<file path="src/rtl/maptable_ckpt.sv">
// Rename map table with per-lane bypass and NCKPT in-order branch checkpoints.
// Reads combinational; writes/checkpoints at posedge; mispredict restores in one cycle.
module maptable_ckpt #(
  parameter int WIDTH = 6,
  parameter int AW    = 5,
  parameter int NREN  = 4,
  parameter int NCKPT = 4,
  parameter int CW    = 2
) (
  input  logic                      i_clk,
  input  logic                      i_rst_n,
  input  logic [2*NREN*AW-1:0]      i_raddr,
  output logic [2*NREN*WIDTH-1:0]   o_rdata,
  input  logic [NREN-1:0]           i_we,
  input  logic [NREN*AW-1:0]        i_waddr,
  input  logic [NREN*WIDTH-1:0]     i_wdata,
  output logic [NREN*WIDTH-1:0]     o_oldpd,
  input  logic [NREN-1:0]           i_ckpt_mask,
  output logic [CW-1:0]             o_ckpt_id,
  output logic                      o_full,
  output logic                      o_busy,
  input  logic                      i_resolve_en,
  input  logic [CW-1:0]             i_resolve_id,
  input  logic                      i_mispredict
);
  localparam int NREG = 2**AW;
  localparam int LW   = $clog2(NREN + 1);

  logic [WIDTH-1:0] map_q  [NREG];
  logic [WIDTH-1:0] snap_q [NCKPT][NREG];
  logic [NCKPT-1:0] valid_q;
  logic [CW-1:0]    head_q, tail_q;

  // stage[k] is the map as lane k sees it: committed map plus writes of lanes 0..k-1.
  logic [WIDTH-1:0] stage [NREN+1][NREG];

  logic          ck_hit;
  logic [LW-1:0] ck_sel;
  logic          full, busy;
  logic          res_hit, restore, rel_ok, alloc;
  logic [NCKPT-1:0] kill;
  logic [CW-1:0] dist_s, dist_t;

  always_comb begin
    stage[0] = map_q;
    stage[0][0] = '0;
    for (int k = 0; k < NREN; k++) begin
      stage[k+1] = stage[k];
      if (i_we[k] && (i_waddr[k*AW +: AW] != '0))
        stage[k+1][i_waddr[k*AW +: AW]] = i_wdata[k*WIDTH +: WIDTH];
    end
  end

  always_comb begin
    o_rdata = '0;
    for (int s = 0; s < 2*NREN; s++)
      o_rdata[s*WIDTH +: WIDTH] = stage[s/2][i_raddr[s*AW +: AW]];
  end

  always_comb begin
    o_oldpd = '0;
    for (int k = 0; k < NREN; k++)
      o_oldpd[k*WIDTH +: WIDTH] = stage[k][i_waddr[k*AW +: AW]];
  end

  // Lowest set mask bit picks the lane; snapshot includes that lane's own write.
  always_comb begin
    ck_hit = 1'b0;
    ck_sel = '0;
    for (int k = NREN-1; k >= 0; k--) begin
      if (i_ckpt_mask[k]) begin
        ck_hit = 1'b1;
        ck_sel = LW'(k + 1);
      end
    end
  end

  assign full    = (head_q == tail_q) & valid_q[head_q];
  assign busy    = |valid_q;
  assign res_hit = i_resolve_en & valid_q[i_resolve_id];
  assign restore = res_hit & i_mispredict;
  assign rel_ok  = res_hit & ~i_mispredict;
  assign alloc   = ck_hit & ~full & ~restore;

  // Slots id..tail-1 in ring order; id==tail with id valid means the ring is full.
  always_comb begin
    kill   = '0;
    dist_s = '0;
    dist_t = tail_q - i_resolve_id;
    for (int s = 0; s < NCKPT; s++) begin
      dist_s  = CW'(s) - i_resolve_id;
      kill[s] = (dist_t == '0) || (dist_s < dist_t);
    end
  end

  always_ff @(posedge i_clk or negedge i_rst_n) begin
    if (!i_rst_n) begin
      map_q   <= '{default: '0};
      valid_q <= '0;
      head_q  <= '0;
      tail_q  <= '0;
    end else begin
      if (restore) begin
        map_q   <= snap_q[i_resolve_id];
        valid_q <= valid_q & ~kill;
        tail_q  <= i_resolve_id;
      end else begin
        map_q <= stage[NREN];
        if (rel_ok) valid_q[i_resolve_id] <= 1'b0;
        if (alloc) begin
          valid_q[tail_q] <= 1'b1;
          tail_q          <= tail_q + CW'(1);
        end
      end
      // head==tail with younger slots valid happens after the oldest of a full ring is released.
      if (!valid_q[head_q] && ((head_q != tail_q) || busy))
        head_q <= head_q + CW'(1);
    end
  end

  always_ff @(posedge i_clk) begin
    if (alloc) snap_q[tail_q] <= stage[ck_sel];
  end

  assign o_ckpt_id = tail_q;
  assign o_full    = full;
  assign o_busy    = busy;
endmodule

</file>
<file path="config.mk">
export PLATFORM = sky130hd
export DESIGN_NAME = maptable_ckpt
export DESIGN_NICKNAME = d
export VERILOG_FILES = /design/src/rtl/maptable_ckpt.sv
export SDC_FILE = /design/constraint.sdc
export NUM_CORES = 2
export LEC_CHECK = 0
export ABC_CLOCK_PERIOD_IN_PS = 7050
export CORE_ASPECT_RATIO = 1.4
export CORE_MARGIN = 3
export CORE_UTILIZATION = 28
export CTS_CLUSTER_SIZE = 28
export DETAILED_ROUTE_END_ITERATION = 6
export PLACE_DENSITY = 0.54
export SLEW_MARGIN = 15
export SYNTH_ARGS = -nofsm -noshare
export SYNTH_HDL_FRONTEND = slang
export SYNTH_SLANG_ARGS = --single-unit
</file>
<file path="constraint.sdc">
create_clock -name i_clk -period 7.05 [get_ports i_clk]
set_input_delay 1.41 -clock i_clk [delete_from_list [all_inputs] [get_ports i_clk]]
set_output_delay 1.41 -clock i_clk [all_outputs]
set_load 0.02 [all_outputs]
</file>
==> results.tsv <==
stage	metric	value	unit
run_status	outcome	finished with violations	
run_status	violations	DRC, setup timing	
setup_path	r2r_start	map_q[120]	
sta	setup_violations	16	
place	place_inst	11196	
clock_network	clockRootBuffer	clkbuf_16	
final_layout	design_area	0.0925	mm²
sta	period_share	104	%
floorplanning	fp.dieW	428	µm
detailed_routing	wl_per_cell	58.9	µm
sta	final_hold_viol_count	0	
setup_path	cp-startpoint	i_waddr[11]	
floorplanning	initial_core_util	28.2	%
sta	worst_pin_slew	1450	ps
clock_network	cts.htree.levels	3	
job	maxCapViolCount	0	
clock_network	clk_latency	810	ps
floorplanning	die_area	0.255	mm²
final_layout	fin_cells	11443	
place	place_area	0.0886	mm²
clock_network	clk_pin_slew	60	ps
detailed_routing	ant_nets	0	
global_route	grt_util_all_layers	51.2	%
detailed_routing	drt_pass1_iterations	7	
floorplanning	fp.dieH	597	µm
global_route	grt_pass1_wl	843000	µm
clock_network	cts_inserted_buffers	98	
detailed_routing	wirelength	674000	µm
power_and_ir_drop	p_per_area	468	mW/mm²
clock_network	cts_tree	done	
setup_path	path_common_cell	buf_4	
final_layout	fill_cells	24657	
sta	timing.fmax	0.136	GHz
min_path	hold_depth	1	
setup_path	crit_path_cell_trace	buf_2 > nor2_2 > nand2_1 > mux2i_1 > buf_4 > nor4_1 > a31oi_1 > o2111ai_1 > or4_1 > buf_4	
setup_path	max_stage_delay	940	ps
logic_synthesis	synth_cells	6621	
floorplanning	rows	216	
sta	rsz0062_at_grt	false	
power_and_ir_drop	p_leak	34.4	nW
logic_synthesis	yosysSeqAreaShare	38.9	%
clock_network	clockBufferDepth	3	
place	io_buffers	173	
logic_synthesis	ys_warn_count	0	
clock_network	cts_sinks	938	
global_route	overflow	0	
global_route	first_global_vias	74996	
logic_synthesis	syn-num-nets	6733	
place	dp_hpwl	536000	µm
setup_path	worstSetupPathType	input pin to output pin	
sta	layout_min_cycle_time	7330	ps
setup_path	endpoint_kind	output pin	
detailed_routing	route.detailed.drc	1	
logic_synthesis	synth.avg_cell_area	10.5	µm²
logic_synthesis	ys_async_sr_fraction	20.7	%
setup_path	slowest_stage	nand2_1	
logic_synthesis	synth_area	0.0698	mm²
logic_synthesis	synth_edf_count	744	
place	place_congestion	1.11	
sta	relSlewSlack	3.60	%
power_and_ir_drop	power	43.3	mW
logic_synthesis	ys_ff_latch	938	
global_route	grt_antenna_before_repair	101	
setup_path	crit_fanout	11	
detailed_routing	vias_per_cell	6.96	
setup_path	arrival	5920	ps
final_layout	fin_nets	8140	
logic_synthesis	synth_ff_type	edfxtp_1	
sta	setup_ws	-279	ps
clock_network	hold_buffers	0	
final_layout	area_delta_synth_final	32.5	%
setup_path	crit_cells	10	
min_path	hp-class	register to register	
detailed_routing	drtIter0Drc	13852	
setup_path	endpoint	o_oldpd[22]	
setup_path	reg2regPathDepth	9	
setup_path	r2r-end	snap_q[3][120]	
setup_path	cp.required	5640	ps
logic_synthesis	synth_cell_types	113	
setup_path	path_buf_inv	3	
floorplanning	core_area	0.248	mm²
global_route	grt_max_degree	115	
floorplanning	io_pins	174	
setup_path	cp-start-kind	input pin	
setup_path	r2r_slack	2870	ps
power_and_ir_drop	irDropWorstVdd	0.597	mV
detailed_routing	num_vias	79678	
sta	finalMaxSlewViolations	0	
setup_path	crit_family	simple AND/OR/NAND/NOR gates	
sta	finalClockSkew	63.5	ps
final_layout	drive_gt1_share	36.0	%
[per-stage QoR]
step           setup slack (ps)  setup TNS [ps]  util, %  hold slack (ps)
2_1_floorplan              1470               0        -              475
3_3_place_gp               -986           -9410     35.7              499
3_5_place_dp               -935           -5720     35.8              515
4_1_cts                    7.21               0     37.2              530
5_1_grt                    1.06               0     37.3              555
6_report                   -279           -1360     37.3              532
[cell families (layout without fill, tap and decap cells)]
| kind of cell | Yosys count | in the layout | synth area share [%] |
|---|---|---|---|
| flops | 938 | 938 | 38.9 |
| buf+inv | 725 | 2218 | 4.44 |
| compound gates | 2092 | 2092 | 19.7 |
| mux | 999 | 999 | 24.4 |
| xor+xnor | 5 | 5 | 0.0627 |
| fa+ha+maj | 14 | 14 | 0.272 |
| other cells | 0 | 59 | 0 |
| simple gates | 1848 | 1848 | 12.2 |
[registers in the layout, indices dropped and copies added, names as in the netlist]
| signal | cells |
|---|---|
| head_q | 2 |
| map_q | 186 |
| o_ckpt_id | 2 |
| snap_q | 744 |
| valid_q | 4 |
[final cells by class]
class | count | area, µm² | share of cell area (%)
diodes | 59 | 148 | 0.160
repair buffers | 1978 | 17400 | 18.8
clock buffers | 113 | 2550 | 2.76
clock inverters | 73 | 825 | 0.891
well taps | 3270 | 4090 | 4.42
multi-input cells | 4958 | 40100 | 43.3
flip-flops and latches | 938 | 27200 | 29.4
inverters | 54 | 205 | 0.222
[placed cells by master, fill, tap and decap left out, drive strengths merged, types with 194 or more instances in the layout]
cell    count
a211oi    276
a21oi     293
buf      1886
dfrtp     194
edfxtp    744
mux2i     303
mux4      549
nand2     727
nor2      517
nor3      199
o21ai     556
o22ai     224
[synth_stat cells, drive strengths merged, types with 59 or more instances]
cell type,number,area [µm²]
mux4,549,12400
a22oi,72,541
dfrtp,194,4850
a221oi,154,1360
nor3,199,996
a21oi,293,1470
nand2,727,2740
mux2i,303,3030
nand3,77,385
clkbuf,478,1800
mux2,147,1660
a31oi,147,938
o22ai,224,1430
a21boi,59,450
and2,93,582
o21ai,556,2790
edfxtp,744,22300
buf,193,1100
a211oi,276,2070
nor2,517,1950
[per-layer routing]
metal	global-route usage, %	routed length (µm)	share of wire [%]	vias to the layer above
li1	-	-	-	29293
met1	56.6	230000	34	40846
met2	74.6	280000	42	7056
met3	16.2	70200	10	2440
met4	55.9	92800	14	43
met5	0.151	428	0.064	-
[power by group]
group,switching [mW],leakage (nW),internal [mW]
sequential,2.13,9.27,9.05
clock,2.60,1.63,3.00
combinational,17.2,23.5,9.32
total,21.9,34.4,21.4
[timing repair]
action	CTS	global route
pin swaps	5	3
cloned	0	0
setup endpoints to repair	22	18
resized for setup	66	18
buffers inserted	1	0
[how the worst min path moves through the flow]
stage | startpoint | endpoint
2_1_floorplan | valid_q[3] | valid_q[3]
3_3_place_gp | valid_q[1] | valid_q[1]
5_1_grt | valid_q[3] | valid_q[3]
4_1_cts | valid_q[1] | valid_q[1]
6_report | valid_q[3] | valid_q[3]
3_5_place_dp | valid_q[1] | valid_q[1]
No activity file was read; power rests on OpenSTA's default activity.
